<file path="config.mk">
export PLATFORM = sky130hd
export DESIGN_NAME = ifetch
export DESIGN_NICKNAME = d
export VERILOG_FILES = /design/src/rtl/ifetch_pkg.sv /design/src/rtl/fetch_fifo.sv /design/src/rtl/ifetch.sv
export SDC_FILE = /design/constraint.sdc
export NUM_CORES = 1
export LEC_CHECK = 0
export CORE_MARGIN = 10
export CORE_UTILIZATION = 46
export DETAILED_ROUTE_END_ITERATION = 12
export PLACE_DENSITY = 0.81
export SETUP_SLACK_MARGIN = 0.02
export SYNTH_ARGS = -nofsm -noshare
export SYNTH_HDL_FRONTEND = slang
export SYNTH_SLANG_ARGS = --single-unit
</file>
<file path="constraint.sdc">
create_clock -name clk -period 1.9 [get_ports clk]
set_clock_uncertainty 0.15 [all_clocks]
set_input_delay 0.38 -clock clk [delete_from_list [all_inputs] [get_ports clk]]
set_output_delay 0.38 -clock clk [all_outputs]
set_load 0.05 [all_outputs]
</file>
<file path="src/rtl/ifetch_pkg.sv">
// Shared types and helpers for the instruction fetch unit and its fetch buffer.
package ifetch_pkg;

  localparam logic [31:0] IFETCH_RESET_PC = 32'h0000_0000;
  localparam logic [31:0] PC_STEP         = 32'd4;

  typedef struct packed {
    logic [31:0] pc;
    logic [31:0] instr;
  } fetch_entry_t;

  typedef enum logic {
    ST_RUN  = 1'b0,
    ST_TRAP = 1'b1
  } fetch_state_t;

  // Sequential successor; the 32-bit add wraps FFFF_FFFC back to 0.
  function automatic logic [31:0] next_seq_pc(input logic [31:0] pc);
    return pc + PC_STEP;
  endfunction

  function automatic logic is_misaligned(input logic [1:0] addr_lo);
    return addr_lo != 2'b00;
  endfunction

endpackage

</file>
<file path="src/rtl/fetch_fifo.sv">
// DEPTH-entry synchronous fetch buffer with push/pop/flush and registered head.
module fetch_fifo
  import ifetch_pkg::*;
#(
  parameter int DEPTH = 2
) (
  input  logic         clk,
  input  logic         rst_n,
  input  logic         push,
  input  fetch_entry_t push_data,
  input  logic         pop,
  input  logic         flush,
  output logic         full,
  output logic         empty,
  output fetch_entry_t head
);

  localparam int PTR_W = (DEPTH > 1) ? $clog2(DEPTH) : 1;
  localparam int CNT_W = PTR_W + 1;
  localparam logic [CNT_W-1:0] CNT_FULL = CNT_W'(DEPTH);

  fetch_entry_t     mem_q [DEPTH];
  fetch_entry_t     mem_d [DEPTH];
  logic [PTR_W-1:0] wr_ptr_q, wr_ptr_d;
  logic [PTR_W-1:0] rd_ptr_q, rd_ptr_d;
  logic [CNT_W-1:0] count_q, count_d;
  logic             do_push, do_pop;

  assign full  = (count_q == CNT_FULL);
  assign empty = (count_q == '0);
  // Head reads as zero when empty so stale slots never leak after a flush.
  assign head  = empty ? '0 : mem_q[rd_ptr_q];

  always_comb begin
    mem_d    = mem_q;
    wr_ptr_d = wr_ptr_q;
    rd_ptr_d = rd_ptr_q;
    count_d  = count_q;
    do_pop   = pop && !empty && !flush;
    do_push  = push && !flush && (!full || do_pop);

    if (flush) begin
      wr_ptr_d = '0;
      rd_ptr_d = '0;
      count_d  = '0;
    end else begin
      if (do_push) begin
        mem_d[wr_ptr_q] = push_data;
        wr_ptr_d        = wr_ptr_q + PTR_W'(1);
      end
      if (do_pop) begin
        rd_ptr_d = rd_ptr_q + PTR_W'(1);
      end
      case ({do_push, do_pop})
        2'b10:   count_d = count_q + CNT_W'(1);
        2'b01:   count_d = count_q - CNT_W'(1);
        default: count_d = count_q;
      endcase
    end
  end

  always_ff @(posedge clk or negedge rst_n) begin
    if (!rst_n) begin
      mem_q    <= '{default: '0};
      wr_ptr_q <= '0;
      rd_ptr_q <= '0;
      count_q  <= '0;
    end else begin
      mem_q    <= mem_d;
      wr_ptr_q <= wr_ptr_d;
      rd_ptr_q <= rd_ptr_d;
      count_q  <= count_d;
    end
  end

endmodule

</file>
<file path="src/rtl/ifetch.sv">
// Instruction fetch unit: registered fetch PC, redirect handling, DEPTH-entry fetch buffer.
// Optional misaligned-target trap is enabled by defining IFETCH_MISALIGN_EXC_EN.
module ifetch
  import ifetch_pkg::*;
#(
  parameter logic [31:0] RESET_PC = IFETCH_RESET_PC,
  parameter int          DEPTH    = 2
) (
  input  logic        clk,
  input  logic        rst_n,
  output logic [31:0] iaddr,
  input  logic [31:0] idata,
  input  logic        redirect_valid,
  input  logic [31:0] redirect_pc,
  output logic        out_valid,
  input  logic        out_ready,
  output logic [31:0] out_instr,
  output logic [31:0] out_pc
`ifdef IFETCH_MISALIGN_EXC_EN
  ,
  output logic        misalign_exc
`endif
);

  fetch_state_t state_q, state_d;
  logic [31:0]  pc_q, pc_d;
  logic [31:0]  redirect_target;
  logic         redirect_trap;
  logic         push, pop, flush;
  logic         fifo_full, fifo_empty;
  fetch_entry_t push_entry, head_entry;

`ifdef IFETCH_MISALIGN_EXC_EN
  assign redirect_target = redirect_pc;
  assign redirect_trap   = is_misaligned(redirect_pc[1:0]);
  assign misalign_exc    = (state_q == ST_TRAP);
`else
  // Without the trap, low target bits are dropped so fetch stays word aligned.
  assign redirect_target = redirect_pc & 32'hFFFF_FFFC;
  assign redirect_trap   = 1'b0;
`endif

  assign iaddr     = pc_q;
  assign out_valid = !fifo_empty && (state_q == ST_RUN);
  assign out_pc    = head_entry.pc;
  assign out_instr = head_entry.instr;

  // Redirect flushes and retargets; otherwise fetch one word whenever a slot is free.
  always_comb begin
    state_d    = state_q;
    pc_d       = pc_q;
    push       = 1'b0;
    flush      = 1'b0;
    pop        = out_valid && out_ready;
    push_entry = '{pc: pc_q, instr: idata};

    if (redirect_valid) begin
      flush   = 1'b1;
      pc_d    = redirect_target;
      state_d = redirect_trap ? ST_TRAP : ST_RUN;
    end else if ((state_q == ST_RUN) && (!fifo_full || pop)) begin
      push = 1'b1;
      pc_d = next_seq_pc(pc_q);
    end
  end

  always_ff @(posedge clk or negedge rst_n) begin
    if (!rst_n) begin
      state_q <= ST_RUN;
      pc_q    <= RESET_PC;
    end else begin
      state_q <= state_d;
      pc_q    <= pc_d;
    end
  end

  fetch_fifo #(
    .DEPTH (DEPTH)
  ) u_fetch_fifo (
    .clk       (clk),
    .rst_n     (rst_n),
    .push      (push),
    .push_data (push_entry),
    .pop       (pop),
    .flush     (flush),
    .full      (fifo_full),
    .empty     (fifo_empty),
    .head      (head_entry)
  );

endmodule

</file>
==> flow_summary.json <==
{
  "fin_crit_sh": 1.20,
  "cts.sinks": 158,
  "ff_latch_area_um2": 3990,
  "holdPathStages": 2,
  "worstPathMaxFanout": 6,
  "portBuffers": 158,
  "grt_start_max_net_pins": 57,
  "worst_slew_pin_slew_ns": 0.516,
  "critical_path.endpoint_type": "flip-flop",
  "ios": 165,
  "dp_worst_setup_slack_ns": -0.395,
  "r2r_cells": 11,
  "ys_top_cells_by_area": "dfrtp_1 53%, mux2_2 18%, mux2i_1 8.4%",
  "dpl.cell_count": 1015,
  "die_w_um": 148,
  "worstHoldEndpoint": "u_fetch_fifo.count_q[0]$_DFFE_PN0P_",
  "synthToLayoutAreaGrowth_pct": 71.0,
  "syn_area_um2": 7480,
  "status": "finished with violations",
  "ys_seq_area_frac": 0.528,
  "clock_latency_ns": 0.43,
  "dpl.hpwl_um": 15300,
  "switching_power_mw": 10.8,
  "cpPeakStageDelay_ns": 0.38,
  "hold_viol_final": 0,
  "drc_errors": 0,
  "path_delay_family": "buffers and inverters",
  "swShare": 0.428,
  "cellLeakagePower_nw": 5.46,
  "maxSlewHeadroom": 0.656,
  "cp_slowest_cell": "dfrtp_1",
  "viasPerCell": 5.51,
  "fmax_ghz": 0.438,
  "critPathLaunchType": "flip-flop",
  "routedWlPerCell_um": 24.3,
  "setup_slack_ns": -0.383,
  "start_util": 0.471,
  "antennaDiodeCount": 0,
  "grt.total_usage": 0.230,
  "rsz0062_at_grt": "true",
  "drive_gt1_frac": 0.597,
  "cts_tree": "yes",
  "internal-power_mw": 14.5,
  "nets": 938,
  "min-delay-start": "redirect_valid",
  "core_area_um2": 15900,
  "dieArea_um2": 21800,
  "multi_input_area_um2": 4650,
  "hold_path.class": "input pin to flip-flop",
  "synth_cell_type_count": 34,
  "setup_viol": 212,
  "antenna_found_initial": 0,
  "synth_top_area_share": 0.528,
  "r2r_start": "u_fetch_fifo.count_q[0]$_DFFE_PN0P_",
  "mostFrequentLayoutCell": "dfrtp_1",
  "drt-initial-drc-count": 316,
  "final_cell_mix": "131 x dfrtp_1, 125 x mux2_4, 86 x buf_4",
  "chipHeight_um": 148,
  "clockBufferDepth": 2,
  "period_needed_ns": 2.28,
  "vias": 6028,
  "syn_inst": 620,
  "critPathRequiredTime_ns": 2.06,
  "clk_pin_slew_ns": 0.06,
  "ant_nets": 0,
  "core.rowCount": 46,
  "fillers": 846,
  "ff2ff_setup_slack_ns": -0.38,
  "path_class": "flip-flop to flip-flop",
  "drt_pre_antenna_iters": 4,
  "path_common_cell": "buf_12",
  "worstPathCellList": "inv_2 > ha_4 > nand2b_4 > buf_6 > buf_6 > nand2_4 > and3b_4 > buf_12 > buf_12 > buf_12 > mux2_4",
  "wl_um": 26600,
  "clkPwrFrac": 0.124,
  "critical_path_depth": 11,
  "seq_power_share": 0.245,
  "violations": "setup timing",
  "yosysTopAreaCell": "dfrtp_1",
  "ys_seq_elements": 158,
  "ys.warnings.count": 0,
  "slew_viol_final": 0,
  "cts_buffers": 17,
  "p_comb_frac": 0.630,
  "grt_pass1_wl_um": 39200,
  "h-tree-depth": 4,
  "worstPathArrival_ns": 2.44,
  "fin_cells": 1095,
  "reg2reg_to": "u_fetch_fifo.mem_q[11]$_DFFE_PN0P_",
  "cp_num_buf_inv": 6,
  "grt_remaining_overflow": 0,
  "ir_drop_uv": 1300,
  "grt_pass1_vias": 6706,
  "cts_root_buf": "clkbuf_16",
  "syn_area_per_cell_um2": 12.1,
  "drv_cap": 0,
  "place_congestion": 0.851,
  "powerDensity_nw_per_um2": 1980
}
## sequential cells by signal (all words and copies together), names as in the netlist
signal	flops
u_fetch_fifo.mem_q	124
iaddr	30
u_fetch_fifo.count_q	2
u_fetch_fifo.rd_ptr_q	1
u_fetch_fifo.wr_ptr_q	1
## area by class of cell
cell class                 instances  area share
multi-input combinational        418       0.364
sequential                       158       0.312
timing repair buffer             267       0.261
clock buffer                      23      0.0350
tap                              216      0.0211
clock inverter                     8     0.00558
inverter                           5     0.00166
## power groups by stage
stage / clock network [mW] / registers, mW / logic (mW)
5_1_grt: 3.30 / 6.31 / 16.5
4_1_cts: 3.14 / 5.89 / 14.9
3_3_place_gp: 0 / 5.62 / 12.1
2_1_floorplan: 0 / 5.76 / 8.63
3_5_place_dp: 0 / 5.76 / 12.4
6_report: 3.14 / 6.20 / 15.9
## worst max path at each step
stage | startpoint | end | slack, ns
floorplan | u_fetch_fifo.count_q[0]$_DFFE_PN0P_ | u_fetch_fifo.mem_q[100]$_DFFE_PN0P_ | -0.14
global placement | out_ready | u_fetch_fifo.mem_q[73]$_DFFE_PN0P_ | -0.35
detailed placement | out_ready | iaddr[28]$_DFFE_PN0P_ | -0.39
CTS | u_fetch_fifo.rd_ptr_q$_DFFE_PN0P_ | out_pc[5] | -0.34
global route | u_fetch_fifo.count_q[1]$_DFFE_PN0P_ | u_fetch_fifo.mem_q[28]$_DFFE_PN0P_ | -0.43
finish | u_fetch_fifo.count_q[0]$_DFFE_PN0P_ | u_fetch_fifo.mem_q[11]$_DFFE_PN0P_ | -0.38
## cells by family (layout without fill, tap and decap cells)
kind of cell / after synthesis / count (layout) / synth area share
other: 1 / 4 / 0.000501
xor gates and xnor gates: 32 / 32 / 0.0375
DFF: 158 / 158 / 0.528
buffers and inverters: 47 / 303 / 0.0326
adders and majority gates: 3 / 3 / 0.00502
and+or+nand+nor: 156 / 156 / 0.0945
muxes: 189 / 189 / 0.274
AOI/OAI and AO/OA: 34 / 34 / 0.0276
## Yosys cell counts
library cell,n
o21ai_1,5
nand2b_1,2
a211oi_2,1
clkbuf_1,14
buf_1,6
a21o_1,1
nand3_4,1
buf_2,6
ha_1,3
buf_4,16
a2111oi_4,1
nand2_1,38
xor2_1,21
a21oi_1,3
nor2_1,73
mux2_1,4
dfrtp_1,158
conb_1,1
mux2i_1,63
and3b_1,1
nor3_1,3
o21ai_2,1
nor2b_1,1
mux2_2,122
nor4_1,1
xnor2_1,11
and3_1,6
nor4b_1,1
nand4b_1,1
nand4_1,14
and4_1,3
inv_1,5
o21ai_0,22
nand3_1,11
## through the flow
stage	setup TNS [ns]	util	total power [mW]	hold slack [ns]	cell area, um2
2_1_floorplan	-12.12	-	14.4	-0.0656	8390
3_3_place_gp	-40.76	0.666	17.7	0.113	10600
3_5_place_dp	-44.42	0.666	18.1	0.123	10600
4_1_cts	-51.66	0.782	23.9	0.114	12400
5_1_grt	-73.40	0.805	26.1	0.134	12800
6_report	-62.56	0.805	25.3	0.145	12800
## worst reg2reg max path, stage by stage, from the launching register on
cell      delay [ns]
dfrtp_1         0.38
inv_2           0.07
ha_4            0.18
nand2b_4        0.16
buf_6           0.13
buf_6           0.12
nand2_4         0.05
and3b_4         0.21
buf_12          0.14
buf_12          0.13
buf_12          0.12
mux2_4          0.31
## layer usage
| metal | track usage | share of wire | wire length [um] |
|---|---|---|---|
| met5 | 0 | 0 | 0 |
| met4 | 0.0634 | 0.019 | 499 |
| met3 | 0.0623 | 0.060 | 1590 |
| met2 | 0.386 | 0.51 | 13500 |
| met1 | 0.285 | 0.41 | 11000 |
## timing repair
action	4_1_cts	5_1_grt
hold buffers	1	0
setup buffers	30	12
hold endpoints to repair	23	0
pin swaps	34	38
gates resized for setup	154	114
setup endpoints to repair	210	214
cloned	17	2
Note: power is estimated with default switching activity, not from simulation.
==> RTL change 1: new RTL, same settings <==
Add a define of `IFETCH_MISALIGN_EXC_EN`.
--- a/src/rtl/ifetch.sv
+++ b/src/rtl/ifetch.sv
@@ -1,5 +1,7 @@
 // Instruction fetch unit: registered fetch PC, redirect handling, DEPTH-entry fetch buffer.
 // Optional misaligned-target trap is enabled by defining IFETCH_MISALIGN_EXC_EN.
+`define IFETCH_MISALIGN_EXC_EN
+
 module ifetch
   import ifetch_pkg::*;
 #(
Behaviour (old outputs only; new: misalign_exc): not the same (a bounded check fails within 4 cycles, from zero or initial values and one cycle with rst_n low).
==> RTL change 1 against the original RTL <==
The flow still finishes with violations (negative setup slack); synthesized area grew 5.8%; utilization grew 0.54 points; highest routed layer unchanged; worst setup slack worse by 0.048 ns; die area increased by 5.0%; critical path type unchanged; routed wire length rose by 11%; cell count up 5.1%; global-route usage increased by 1.6 points; cell area increased by 5.8%; sequential cell count increased by 7.
Power is not compared: it rests on default switching activity, and its combinational part moved more than twofold at a synthesized area within 25%.
==> RTL change 1: results (changes against the original RTL) <==
FLOORPLAN.DIE.WIDTH_UM=151.2  # +2.5%
FINAL-CLK-CELL-SHARE_PCT=4.473  # +0.41 points
YOSYS.AREA_SHARE.XOR_XNOR_PCT=1.107  # -2.6 points
GRT_USE_MET3_PCT=6.891  # +0.66 points
FINAL.SETUP.WORST_SLACK_NS=-0.4315  # -0.04803 ns
WORSTREG2REGEND='iaddr[18]'
FIN_HOLD_WS_NS=0.3038  # +0.1586 ns
LARGEST_REGISTER_FF_COUNT=128  # +3.2%
COMB.MULTI_INPUT.COUNT=447  # +6.9%
WIRE_PER_INST_UM=25.60  # +5.5%
OUTCOME='finished with violations'
FILLCELL_TOTAL=823  # -2.7%
POST-DP-HPWL_MM=16.89  # +11%
FINAL-INSTANCE-COUNT-EXCL-FILL=1151  # +5.1%
CRIT_PATH_START='u_fetch_fifo.count_q[1]'
DRIVE_GT1_SHARE_PCT=62.08  # +2.4 points
RR_WORST_DEPTH=10  # -1
HOLD_CLASS='input pin to asynchronous set/reset pin'
GRT.TOTAL_USAGE_PCT=24.62  # +1.6 points
USE_MET1_PCT=30.75  # +2.2 points
SYNTH_COMPOUND_AREA_SHARE_PCT=5.740  # +3.0 points
FINAL.SIGNAL_INVERTER_COUNT=10  # +5
SYNTH.TOP_CELLS.BY_COUNT='dfrtp_1 (165), mux2_2 (130), nor2_1 (87)'
SYNTH_AREA_PER_CELL_SQ_UM=11.90  # -1.4%
DPL_CELL_AREA_SQ_UM=11390  # +7.6%
GR-USAGE-MET2_PCT=40.25  # +1.7 points
VIA_COUNT_OF_THE_FIRST_GLOBAL_ROUTING_PASS=7486  # +12%
FAILED_CHECKS='negative setup slack'
GRT_MAX_DEGREE=48  # -16%
LAYOUT.BUFFER.NONCLOCK.AREA_SHARE_PCT=23.57  # -2.5 points
DRT-PASS1-ITER-COUNT=5  # +1
FINAL-SETUP-VIOL-COUNT=218  # +2.8%
GRT_FIRST_PASS_WIRELENGTH_MM=43.73  # +12%
POST-CTS-SETUP-BUFFERS=22  # -27%
NUM-NETS-FINAL=989  # +5.4%
DR.FIRST_ITER.DRC_COUNT=590  # +87%
POST_DRT_VIA_CELL_RATIO=5.982  # +8.7%
RTL change 1: cell types whose count changed after synthesis, sizes merged, moves of 4 or more:
cell / delta
a31oi: +13
clkbuf: +4
dfrtp: +7
inv: +5
mux2: +4
nand2: -12
nor2: +14
o21ai: -18
o311ai: +8
o31ai: +9
or2: +5
or4: +9
xor2: -20
RTL change 1: power groups by stage:
stage | Clock (mW) | Combinational [mW] | Sequential (mW)
final | 3.58 | 6.15 | 5.65
after global routing | 3.78 | 6.42 | 5.76
after CTS | 3.59 | 6.00 | 5.51
after detailed placement | 0 | 5.19 | 5.42
after global placement | 0 | 5.01 | 5.34
after floorplan | 0 | 3.55 | 5.46
RTL change 1: per-layer routing:
metal / share of wire, % / wire length, um / up-vias
li1: - / - / 2908
met1: 39 / 11630 / 3516
met2: 50 / 14670 / 369
met3: 7.0 / 2073 / 92
met4: 3.7 / 1097 / 0
met5: 0 / 0 / -
==> RTL change 2: new RTL, same settings <==
Without the edit above. Reset style: synchronous (`rst_n`), changed in 2 clocked blocks.
--- a/src/rtl/fetch_fifo.sv
+++ b/src/rtl/fetch_fifo.sv
@@ -59,7 +59,7 @@
     end
   end
 
-  always_ff @(posedge clk or negedge rst_n) begin
+  always_ff @(posedge clk) begin
     if (!rst_n) begin
       mem_q    <= '{default: '0};
       wr_ptr_q <= '0;
--- a/src/rtl/ifetch.sv
+++ b/src/rtl/ifetch.sv
@@ -64,7 +64,7 @@
     end
   end
 
-  always_ff @(posedge clk or negedge rst_n) begin
+  always_ff @(posedge clk) begin
     if (!rst_n) begin
       state_q <= ST_RUN;
       pc_q    <= RESET_PC;
Function: differs if rst_n is asserted again (counterexample within 4 cycles, from zero or initial values and one cycle with rst_n low); with rst_n held inactive, the same outputs for 4 cycles.
==> RTL change 2 against the original RTL <==
The flow still finishes with violations (negative setup slack); worst setup slack better by 0.0089 ns; worst hold slack better by 0.040 ns; cell area is 13% higher; routed wire length is 56% higher; sequential cell count stayed put; first-iteration DRC count grew to 3.2 times the old value; synthesized area is 1.4% lower; critical path type unchanged; largest cell class unchanged.
Power is not compared: it rests on default switching activity, and its combinational part moved more than twofold at a synthesized area within 25%.
==> RTL change 2: results (changes against the original RTL) <==
WORSTPATHARRIVAL_NS=2.48  # +0.04 ns
DOMINANTREGCELLSYNTH='dfxtp_1'
SYNTH.MOST_COMMON_CELL='nand2_1'
CORE_AREA_SQ_UM=15770  # -0.72%
PATH_MAX_FANOUT=7  # +1
SYNTHARSTFLOPSHARE_PCT=0  # -100 points
FAILED_CHECKS='negative setup slack'
MET3_WIRELENGTH_MM=4.443  # +180%
RR_WORST_DEPTH=5  # -6
SYNTH_CELL_TYPES=38  # +12%
VIA_COUNT_OF_THE_FIRST_GLOBAL_ROUTING_PASS=7870  # +17%
PLACE_CONGESTION=0.8126  # -4.5%
POST_SYNTH_FA_HA_MAJ_AREA_FRACTION_PCT=0.5090  # +0.0073 points
GRT.TOTAL_USAGE_PCT=25.77  # +2.8 points
VIAS=9001  # +49%
PLACED_CELLS=1282  # +26%
ENDPOINT='iaddr[30]'
MET2ROUTEDLENGTH_MM=19.64  # +46%
WORST_SKEW_PAIR.LATE_LATENCY_NS=0.45  # +0.02 ns
OUTCOME='finished with violations'
USE_MET1_PCT=29.26  # +0.73 points
FINAL.SETUP.WORST_SLACK_NS=-0.3746  # +0.008912 ns
CRIT_PATH_START='iaddr[21]'
DR.FIRST_ITER.DRC_COUNT=1023  # +220%
SEQ_AREA_FRAC_SYNTH_PCT=42.89  # -10 points
GRT_MAX_DEGREE=47  # -18%
SYNTH_COMPOUND_AREA_SHARE_PCT=17.73  # +15 points
ROUTE.LAYER.MET1.WL_MM=13.53  # +23%
DRIVE_GT1_SHARE_PCT=55.83  # -3.9 points
FINAL-SETUP-VIOL-COUNT=217  # +2.4%
YOSYS-TOP-CELLS-AREA='dfxtp_1 (43%), nand2_1 (14%), mux2i_1 (8.8%)'
POST-DP-HPWL_MM=14.90  # -2.4%
WIRE_PER_INST_UM=29.62  # +22%
SYNTH.TOP_CELLS.BY_COUNT='nand2_1 (274), dfxtp_1 (158), nor2_1 (71)'
FIN_HOLD_WS_NS=0.1853  # +0.04013 ns
SHARE_OF_SYNTHESIZED_AREA_SPENT_ON_MULTIPLEXERS_PCT=8.823  # -19 points
GRT_FIRST_PASS_WIRELENGTH_MM=44.34  # +13%
MIN_FROM='rst_n'
RTL change 2: power by group:
group	switching [mW]	internal [mW]	total, mW
registers	0.236	3.47	3.71
clock network	1.47	1.76	3.23
logic	1.50	1.25	2.75
RTL change 2: layout make-up:
type	count	area (sq um)
repair buffers	308	4165
clock inverters	7	38.79
well taps	216	270.3
fillers	498	1370
inverters	5	21.27
clock buffers	24	481.7
flip-flops and latches	158	3201
multi-input cells	682	6222
RTL change 2: worst min path at each step:
stage                                   to  depth (start not counted)
global route                     iaddr[20]                          3
CTS                              iaddr[20]                          3
detailed placement  u_fetch_fifo.mem_q[66]                          2
global placement    u_fetch_fifo.mem_q[66]                          2
finish                           iaddr[20]                          3
floorplan           u_fetch_fifo.mem_q[64]                          2
RTL change 2: cells by family (layout without fill, tap and decap cells):
logic type	Yosys count	in the layout
AOI/OAI and AO/OA	187	187
xor gates and xnor gates	28	28
adders and majority gates	3	3
buffers and inverters	77	344
DFF	158	158
muxes	65	65
other	1	4
and+or+nand+nor	395	395
RTL change 2: metrics by stage:
step / total power, mW / TNS [ns] / worst slack (ns) / instance area (sq um)
detailed placement: 5.248 / -41.72 / -0.4163 / 9998
CTS: 8.863 / -22.47 / -0.2897 / 12320
global placement: 5.224 / -39.32 / -0.3864 / 9998
finish: 9.693 / -46.26 / -0.3746 / 14400
floorplan: 4.649 / -7.344 / -0.1385 / 7961
global route: 9.824 / -53.49 / -0.4002 / 14400
RTL change 2: what timing repair did:
action,CTS,global route
pin swaps,111,187
buffers inserted,29,24
gates resized for setup,252,425
hold endpoints to repair,0,0
endpoints found under the setup margin,137,215
gates cloned,21,21
RTL change 2: worst max-delay path: stages (launching register included):
cell and delay [ns]:
dfxtp_1 0.53, nand3_1 0.30, nor4_4 0.56, nand4_1 0.22
xor2_1 0.20, a21oi_1 0.22
